File: config.mk
export PLATFORM = sky130hd
export DESIGN_NAME = apb_slave_mem_flat
export DESIGN_NICKNAME = d
export VERILOG_FILES = /design/src/rtl/apb_slave_mem_if.sv /design/src/rtl/apb_slave_mem.sv /design/src/flat_wrapper.sv
export SDC_FILE = /design/constraint.sdc
export NUM_CORES = 1
export LEC_CHECK = 0
export ABC_AREA = 1
export CORE_ASPECT_RATIO = 1.5
export CORE_MARGIN = 1.5
export CORE_UTILIZATION = 45
export DETAILED_ROUTE_END_ITERATION = 7
export PLACE_DENSITY = 0.7
export SLEW_MARGIN = 25
export SYNTH_ARGS = -nofsm -noshare
export SYNTH_HDL_FRONTEND = slang
export SYNTH_SLANG_ARGS = --single-unit
export TNS_END_PERCENT = 10
File: constraint.sdc
create_clock -name pclk -period 4.67 [get_ports pclk]
set_input_delay 1.401 -clock pclk [delete_from_list [all_inputs] [get_ports pclk]]
set_output_delay 1.401 -clock pclk [all_outputs]
set_load 0.02 [all_outputs]
File: src/rtl/apb_slave_mem_if.sv
// ---------------------------------------------------------------------------
// apb_slave_mem_if
// Bundle of APB bus signals shared between an APB master and the
// apb_slave_mem storage slave. The clock and reset are not part of the
// bundle; they stay plain ports on the modules that use it.
//
// Signals:
//   pselx     master -> slave  slave select
//   penable   master -> slave  access-phase strobe
//   pwrite    master -> slave  1 = write, 0 = read
//   paddr     master -> slave  byte address (ADDR_WIDTH bits)
//   pwdata    master -> slave  write data (DATA_WIDTH bits)
//   wait_cfg  master -> slave  wait cycles to insert, sampled in setup phase
//   prdata    slave -> master  read data (DATA_WIDTH bits)
//   pready    slave -> master  transfer complete
//   pslverr   slave -> master  transfer error, meaningful while pready=1
// ---------------------------------------------------------------------------
interface apb_slave_mem_if #(
   parameter int ADDR_WIDTH = 32,
   parameter int DATA_WIDTH = 32
);
   logic                  pselx;
   logic                  penable;
   logic                  pwrite;
   logic [ADDR_WIDTH-1:0] paddr;
   logic [DATA_WIDTH-1:0] pwdata;
   logic [2:0]            wait_cfg;
   logic [DATA_WIDTH-1:0] prdata;
   logic                  pready;
   logic                  pslverr;

   modport master (
      output pselx, penable, pwrite, paddr, pwdata, wait_cfg,
      input  prdata, pready, pslverr
   );

   modport slave (
      input  pselx, penable, pwrite, paddr, pwdata, wait_cfg,
      output prdata, pready, pslverr
   );
endinterface

File: src/rtl/apb_slave_mem.sv
// ---------------------------------------------------------------------------
// apb_slave_mem
// APB slave backed by a small word-addressed storage array. Each transfer
// may be stretched by a configurable number of wait cycles, and accesses
// that are misaligned or fall beyond the array report an error instead of
// touching storage.
//
// Ports:
//   pclk    input   APB clock, all logic on the rising edge
//   preset  input   synchronous active-high reset, clears state and storage
//   bus     slave   APB signal bundle (see apb_slave_mem_if)
//
// Parameters:
//   ADDR_WIDTH  APB address width
//   DATA_WIDTH  APB data width
//   MEM_DEPTH   number of DATA_WIDTH-bit words in the storage array
// ---------------------------------------------------------------------------
module apb_slave_mem #(
   parameter int ADDR_WIDTH = 32,
   parameter int DATA_WIDTH = 32,
   parameter int MEM_DEPTH  = 16
) (
   input logic            pclk,
   input logic            preset,
   apb_slave_mem_if.slave bus
);

   localparam int IDX_W = (MEM_DEPTH > 1) ? $clog2(MEM_DEPTH) : 1;

   typedef enum logic [1:0] {
      IDLE  = 2'd0,
      WAIT  = 2'd1,
      READY = 2'd2
   } stateT;

   stateT                 state;
   stateT                 nextState;

   logic [2:0]            waitCount;
   logic [IDX_W-1:0]      idxQ;
   logic                  writeQ;
   logic [DATA_WIDTH-1:0] wdataQ;
   logic                  errQ;
   logic [DATA_WIDTH-1:0] prdataQ;
   logic [DATA_WIDTH-1:0] memArray [MEM_DEPTH];

   logic                  setupSeen;
   logic                  liveErr;
   logic [IDX_W-1:0]      effIdx;
   logic                  effWrite;
   logic                  effErr;

   // Decode the live bus: a setup phase is select without enable, and the
   // address is flagged as bad when it is not word aligned or when its word
   // index lies past the end of the storage array.
   always_comb begin
      setupSeen = bus.pselx && !bus.penable;
      liveErr   = (bus.paddr[1:0] != 2'b00) ||
                  (bus.paddr[ADDR_WIDTH-1:2] >= (ADDR_WIDTH-2)'(MEM_DEPTH));
   end

   // When a zero-wait transfer goes straight from IDLE to READY the request
   // has not been latched yet, so the read path must look at the live bus.
   // From WAIT the latched copy is the one that counts.
   always_comb begin
      if (state == IDLE) begin
         effIdx   = bus.paddr[IDX_W+1:2];
         effWrite = bus.pwrite;
         effErr   = liveErr;
      end else begin
         effIdx   = idxQ;
         effWrite = writeQ;
         effErr   = errQ;
      end
   end

   // State register. Reset wins over everything else, including a setup
   // phase presented in the same cycle, and abandons any transfer in flight.
   always_ff @(posedge pclk) begin
      if (preset) begin
         state <= IDLE;
      end else begin
         state <= nextState;
      end
   end

   // Next-state logic. A setup phase with no wait cycles goes straight to
   // READY; otherwise WAIT runs until the counter reaches one. Dropping the
   // select during WAIT aborts the transfer. READY always lasts one cycle,
   // so a setup phase in the cycle after it is seen from IDLE without loss.
   always_comb begin
      nextState = state;
      case (state)
         IDLE: begin
            if (setupSeen) begin
               nextState = (bus.wait_cfg == 3'd0) ? READY : WAIT;
            end
         end
         WAIT: begin
            if (!bus.pselx) begin
               nextState = IDLE;
            end else if (waitCount <= 3'd1) begin
               nextState = READY;
            end
         end
         READY: begin
            nextState = IDLE;
         end
         default: begin
            nextState = IDLE;
         end
      endcase
   end

   // Outputs come straight from flops: pready marks the READY state and the
   // error flag is only ever shown alongside it, so pslverr is low whenever
   // pready is low.
   always_comb begin
      bus.pready  = (state == READY);
      bus.pslverr = (state == READY) && errQ;
      bus.prdata  = prdataQ;
   end

   // Request latch, wait counter, read-data register and storage. Read data
   // is loaded on the edge entering READY so it is valid for the whole READY
   // cycle and then simply holds. Writes commit on the edge that ends READY,
   // which means a reset during WAIT or READY drops the write, and a
   // back-to-back read sees the new value.
   always_ff @(posedge pclk) begin
      if (preset) begin
         waitCount <= 3'd0;
         idxQ      <= '0;
         writeQ    <= 1'b0;
         wdataQ    <= '0;
         errQ      <= 1'b0;
         prdataQ   <= '0;
         for (int i = 0; i < MEM_DEPTH; i++) begin
            memArray[i] <= '0;
         end
      end else begin
         if (state == IDLE && setupSeen) begin
            idxQ      <= bus.paddr[IDX_W+1:2];
            writeQ    <= bus.pwrite;
            wdataQ    <= bus.pwdata;
            errQ      <= liveErr;
            waitCount <= bus.wait_cfg;
         end else if (state == WAIT) begin
            waitCount <= waitCount - 3'd1;
         end

         if (nextState == READY && !effWrite) begin
            prdataQ <= effErr ? '0 : memArray[effIdx];
         end

         if (state == READY && writeQ && !errQ) begin
            memArray[idxQ] <= wdataQ;
         end
      end
   end

endmodule
File: src/flat_wrapper.sv
// flat-port wrapper written by rule: the top's interface ports become plain ports
module apb_slave_mem_flat 
#(
   parameter int ADDR_WIDTH = 32,
   parameter int DATA_WIDTH = 32,
   parameter int MEM_DEPTH  = 16
)
  (pclk, preset, bus_pselx, bus_penable, bus_pwrite, bus_paddr, bus_pwdata, bus_wait_cfg, bus_prdata, bus_pready, bus_pslverr);
  apb_slave_mem_if #(.ADDR_WIDTH(ADDR_WIDTH), .DATA_WIDTH(DATA_WIDTH)) bus_i ();
  input logic pclk;
  input logic preset;
  input wire logic [$bits(bus_i.pselx)-1:0] bus_pselx;
  input wire logic [$bits(bus_i.penable)-1:0] bus_penable;
  input wire logic [$bits(bus_i.pwrite)-1:0] bus_pwrite;
  input wire logic [$bits(bus_i.paddr)-1:0] bus_paddr;
  input wire logic [$bits(bus_i.pwdata)-1:0] bus_pwdata;
  input wire logic [$bits(bus_i.wait_cfg)-1:0] bus_wait_cfg;
  output wire logic [$bits(bus_i.prdata)-1:0] bus_prdata;
  output wire logic [$bits(bus_i.pready)-1:0] bus_pready;
  output wire logic [$bits(bus_i.pslverr)-1:0] bus_pslverr;
  assign bus_i.pselx = bus_pselx;
  assign bus_i.penable = bus_penable;
  assign bus_i.pwrite = bus_pwrite;
  assign bus_i.paddr = bus_paddr;
  assign bus_i.pwdata = bus_pwdata;
  assign bus_i.wait_cfg = bus_wait_cfg;
  assign bus_prdata = bus_i.prdata;
  assign bus_pready = bus_i.pready;
  assign bus_pslverr = bus_i.pslverr;
  apb_slave_mem #(.ADDR_WIDTH(ADDR_WIDTH), .DATA_WIDTH(DATA_WIDTH), .MEM_DEPTH(MEM_DEPTH)) u_core (.pclk(pclk), .preset(preset), .bus(bus_i));
endmodule
==> results of run 1 <==
==> cells by family (layout without fill, tap and decap cells) <==
logic type,Yosys count,count (layout),share of synthesized area
AND/OR/NAND/NOR,1635,1635,0.2664
flip-flops,587,587,0.6579
buffers and inverters,281,332,0.05010
AO/OA/AOI/OAI,119,119,0.02419
adder cells (fa/ha/maj),2,2,0.0009754
multiplexers,1,1,0.0003902
==> critical path: stages (launching register included) <==
cell             delay (ps)
dfxtp_1                 390
inv_2                    70
nor3_1                  180
clkdlybuf4s50_1         660
==> worst paths after layout <==
| check | end | slack [ps] | cells past startpoint |
|---|---|---|---|
| setup / recovery | bus_pslverr | 1390 | 3 |
| hold / removal | u_core.bus.prdata[31]$_SDFFE_PP0P_ | 470 | 2 |
| setup reg to reg | u_core.bus.prdata[23]$_SDFFE_PP0P_ | 1600 | 10 |
| hold reg to reg | u_core.bus.prdata[31]$_SDFFE_PP0P_ | 470 | 2 |
==> placed cells by master, fill, tap and decap left out, drive strengths merged <==
cell type      count
nor3               5
clkdlybuf4s50    104
clkinvlp           2
nor2             543
dfxtp             75
clkbuf            73
edfxtp           512
buf               61
a221oi             2
nand3            518
nand4              3
bufinv             5
o22ai              1
mux2i              1
clkinv            46
ha                 2
and2               1
inv               41
a31oi              2
nand2            565
a32oi              1
o21ai             44
a21oi             69
==> state kept, by name, indices dropped and copies added, names as in the netlist <==
name               flops
u_core.state           2
u_core.waitCount       3
u_core.writeQ          1
u_core.memArray      512
u_core.errQ            1
u_core.wdataQ         32
u_core.bus.prdata     32
u_core.idxQ            4
==> layout make-up <==
| class | count | area, um2 |
|---|---|---|
| Sequential cell | 587 | 16880 |
| Timing Repair Buffer | 165 | 1597 |
| Tap cell | 763 | 954.7 |
| Clock buffer | 73 | 1450 |
| Multi-Input combinational cell | 1757 | 7607 |
| Inverter | 72 | 270.3 |
| Clock inverter | 22 | 244.0 |
| Fill cell | 4890 | 27630 |
==> synth_stat cells <==
| cell | instances |
|---|---|
| a21oi_1 | 68 |
| a21oi_2 | 1 |
| a221oi_1 | 2 |
| a31oi_1 | 2 |
| a32oi_1 | 1 |
| and2_1 | 1 |
| buf_1 | 7 |
| buf_2 | 109 |
| buf_4 | 23 |
| buf_6 | 1 |
| clkbuf_1 | 69 |
| clkinv_1 | 32 |
| dfxtp_1 | 75 |
| edfxtp_1 | 512 |
| ha_1 | 2 |
| inv_1 | 38 |
| inv_2 | 2 |
| mux2i_1 | 1 |
| nand2_1 | 558 |
| nand2_2 | 5 |
| nand2_4 | 2 |
| nand3_1 | 518 |
| nand4_1 | 3 |
| nor2_1 | 541 |
| nor2_2 | 2 |
| nor3_1 | 5 |
| o21ai_0 | 43 |
| o21ai_1 | 1 |
| o22ai_2 | 1 |
==> stage by stage <==
stage	power, mW	hold WS [ps]	worst slack, ps	utilization	std cells
detailed placement	7.202	458.8	866.7	0.4822	3344
floorplan	6.775	473.7	1101	-	2625
global route	11.73	497.2	1286	0.5121	3439
CTS	11.43	471.4	1341	0.5121	3439
global placement	7.173	456.8	914.7	0.4821	3344
finish	11.42	467.1	1386	0.5121	3439
==> per-layer routing <==
metal / up-vias / wire (um) / GRT usage
li1: 8852 / - / -
met1: 9613 / 27330 / 0.3157
met2: 1210 / 37990 / 0.4516
met3: 248 / 7744 / 0.04997
met4: 0 / 3590 / 0.1272
met5: - / 0 / 0
==> power groups by stage <==
stage                     logic [mW]  registers (mW)  clock network, mW
after global routing            1.29            5.92               4.52
final                           1.20            5.91               4.31
after CTS                       1.18            5.91               4.33
after global placement          1.16            6.01                  0
after floorplan                0.764            6.01                  0
after detailed placement        1.18            6.02                  0
==> results.toml, run 1 <==
[run_status]
outcome = "finished clean"

[yosys]
yosysTopAreaCell = "edfxtp_1"
avgSynthCellArea_um2 = 9.772
syn_area_um2 = 25650
ys_seq_elements = 587
yosysSeqAreaShare = 0.6579
synth_nets = 2699
synth_cell_type_count = 29
yosys-top-cells-area = "edfxtp_1 60%, nand3_1 10%, nand2_1 8.2%"
ys_warn_count = 0
synth_top_area_frac = 0.5994
syn-instance-count = 2625

[placed_design]
dpl.hpwl_um = 41730
place_area_um2 = 27300
gp_congestion = 0.8329
port-buffer-count = 105

[route]
viasPerCell = 5.793
antenna_left = 0
route.detailed.drc = 0
wl_per_cell_um = 22.29
wirelength_um = 76650
first_pass_iters = 6
drt_iter0_markers = 2552
vias = 19920

[clock_network]
clk_pin_slew_ps = 70
cts_tree = "built"
h-tree-depth = 2
cts_buffers = 51
clock_sinks = 587
post-cts-setup-buffers = 0
clock_path_buffers = 3
clockRootBuffer = "clkbuf_16"
clk_latency_ps = 590
cts_resized = 0
cts_hold_buf = 0

[floorplan]
chipHeight_um = 295.4
initial_utilization = 0.4530
row_count = 107
ios = 106
core_area_um2 = 56630
die_area_um2 = 58470
die-width_um = 197.9

[timing]
period_needed_ps = 3284
setup_tns_ps = 0
maxSlewHeadroom = 0.3208
max_freq_mhz = 304.5
fin_crit_sh = 0.7032
clock_skew_ps = 22.41
finalSetupViolCount = 0
worstMarginPinSlew_ps = 1019
hold_viol = 0
rsz0062_at_grt = "no"
drv_slew = 0

[final_layout]
area_delta_synth_final_pct = 13.05
design_area_um2 = 29000
final_nets = 2708
layout-drive-gt1-share = 0.06203
antenna_cells = 0

[power]
pwr-share-seq = 0.517
switchingPower_mw = 2.800
swShare = 0.2452
peakVddDrop_uv = 245.0
pwr-share-clk = 0.378
leakage_nw = 10.21
combPwrFrac = 0.105
powerDensity_nw_per_um2 = 393.8
p_int_mw = 8.620

[setup_path]
r2r_start = "u_core.state[0]$_SDFF_PP0_"
cp-end-kind = "output pin"
worstSetupPathType = "register to output pin"
cp_max_fo = 3
critPathLaunch = "u_core.state[1]$_SDFF_PP0_"
cp.required_ps = 3270
cp-start-kind = "register"
cp.arrival_ps = 1880

[global_routing]
antenna_found_initial = 0
grt_pass1_wl_um = 115000
track_usage = 0.2624
grt_max_degree = 129
grt_pass1_vias = 19620
gr-total-overflow = 0

[worst_hold_path]
holdCritPathClass = "register to register"
worstHoldStart = "u_core.bus.prdata[31]$_SDFFE_PP0P_"

[run]
maxCapViolations = 0
(Power assumes the default switching activity.)
==> run 2: changes to the inputs <==
Clock period 4.67 ns to 3.3 ns, I/O delays scaled along.
==> run 2 against run 1 <==
- sequential share of layout area shrank 0.93 points
- hold slack is essentially flat
- power grew 44%
- critical path type unchanged
==> results.toml, run 2 (synthesized netlist as in run 1, its figures left out) <==
[run_status]
outcome = "finished clean"

[setup_path]
cp.required_ps = 2310
cp_max_fo = 3
critPathLaunch = "u_core.state[1]$_SDFF_PP0_"
path_buf_inv = 2
cp_cell_sequence = "inv_2 -> nor2_1 -> clkdlybuf4s50_1"
cp.arrival_ps = 1850
worstSetupPathType = "register to output pin"
max_stage_delay_ps = 650
cp-end-kind = "output pin"
path_delay_family = "buffers and inverters"
r2r_start = "u_core.state[1]$_SDFF_PP0_"
cpMaxStageDelayCell = "clkdlybuf4s50_1"
cp-start-kind = "register"

[route]
first_pass_iters = 5
antenna_left = 0
wl_per_cell_um = 22.15
wirelength_um = 76720
viasPerCell = 5.782
route.detailed.drc = 0
vias = 20020
drt_iter0_markers = 2482

[global_routing]
grt_pass1_vias = 19680
gr-total-overflow = 0
antenna_found_initial = 0
grt_pass1_wl_um = 114600
grt_max_degree = 76
track_usage = 0.2623

[placed_design]
port-buffer-count = 105
dp_cells = 3363
dpl.hpwl_um = 42150
gp_congestion = 0.8130

[timing]
maxSlewHeadroom = 0.4592
period_needed_ps = 2843
rsz0062_at_grt = "no"
clock_skew_ps = 24.82
setup_tns_ps = 0
worstMarginPinSlew_ps = 808.1
hold_viol = 0
finalSetupViolCount = 0
fin_crit_sh = 0.8615
timing.hold.ws_ps = 467.5
drv_slew = 0
max_freq_mhz = 351.7

[power]
powerDensity_nw_per_um2 = 559.0
p_total_mw = 16.48
leakage_nw = 10.45
peakVddDrop_uv = 373.8

[final_layout]
final_common_cell = "nand2_1"
seq_area_um2 = 16880
antenna_cells = 0
final_nets = 2729
multi_input_area_um2 = 7602
layout-drive-gt1-share = 0.07259
n_fill_cell = 4840
largest_reg_flops = 512
area_delta_synth_final_pct = 14.90
regMostFlops = "u_core.memArray"
final_cell_mix = "543 x nand2_1, 541 x nor2_1, 518 x nand3_1, 512 x edfxtp_1, 104 x clkdlybuf4s50_1"
final_cells = 3463

[run]
maxCapViolations = 0

[floorplan]
die-width_um = 197.9
chipHeight_um = 295.4
die_area_um2 = 58470
ios = 106
row_count = 107
core_area_um2 = 56630
initial_utilization = 0.4530

[clock_network]
cts_hold_buf = 0
clock_sinks = 587
clock_path_buffers = 3
clk_pin_slew_ps = 70
post-cts-setup-buffers = 0
clk_latency_ps = 600
h-tree-depth = 2
cts_buffers = 53
clockRootBuffer = "clkbuf_16"
cts_tree = "built"
cts_resized = 0

[worst_hold_path]
holdCritPathClass = "register to register"
worstHoldStart = "u_core.bus.prdata[14]$_SDFFE_PP0P_"
## run 2: cell count changes in the layout (fill, tap and decap cells not counted), sizes merged
cell / previous run / this run
clkinv: 46 / 48
buf: 61 / 80
clkbuf: 73 / 76
## run 2: path summary, 6_finish.rpt
check	end	slack, ps	depth (start not counted)
max	bus_pready	460	3
min	u_core.bus.prdata[14]$_SDFFE_PP0P_	470	2
max reg2reg	u_core.memArray[10][17]$_SDFFCE_PN0P_	890	7
min reg2reg	u_core.bus.prdata[14]$_SDFFE_PP0P_	470	2
## run 2: area by class of cell
cell class | count | share of cell area
multi-input combinational | 1757 | 0.2579
clock buffer | 76 | 0.05099
tap | 763 | 0.03239
inverter | 72 | 0.009170
sequential | 587 | 0.5726
timing repair buffer | 184 | 0.06750
clock inverter | 24 | 0.009382
## run 2: where the power goes
| part | internal (mW) | total [mW] | switching, mW |
|---|---|---|---|
| Clock | 3.57 | 6.33 | 2.75 |
| Combinational | 0.537 | 1.79 | 1.25 |
| Sequential | 8.28 | 8.36 | 0.0761 |
## run 2: worst min-delay path: stages, from the launching register on
cell     delay [ps]
dfxtp_1         310
nand2_1          60
a21oi_1          50
## run 2: per-layer routing
metal / global-route usage / routed length (um) / vias to the layer above
li1: - / - / 8933
met1: 0.3161 / 27070 / 9585
met2: 0.4468 / 37720 / 1254
met3: 0.05191 / 8120 / 250
met4: 0.1322 / 3804 / 0
met5: 0 / 0 / -
## run 2: per-stage QoR
step / setup WS [ps] / cell area, um2 / util
floorplan: 141.5 / 25650 / -
finish: 456.9 / 29470 / 0.5204
global route: 342.1 / 29470 / 0.5204
detailed placement: 232.3 / 27690 / 0.4890
global placement: 243.5 / 27690 / 0.4890
CTS: 431.6 / 29470 / 0.5204
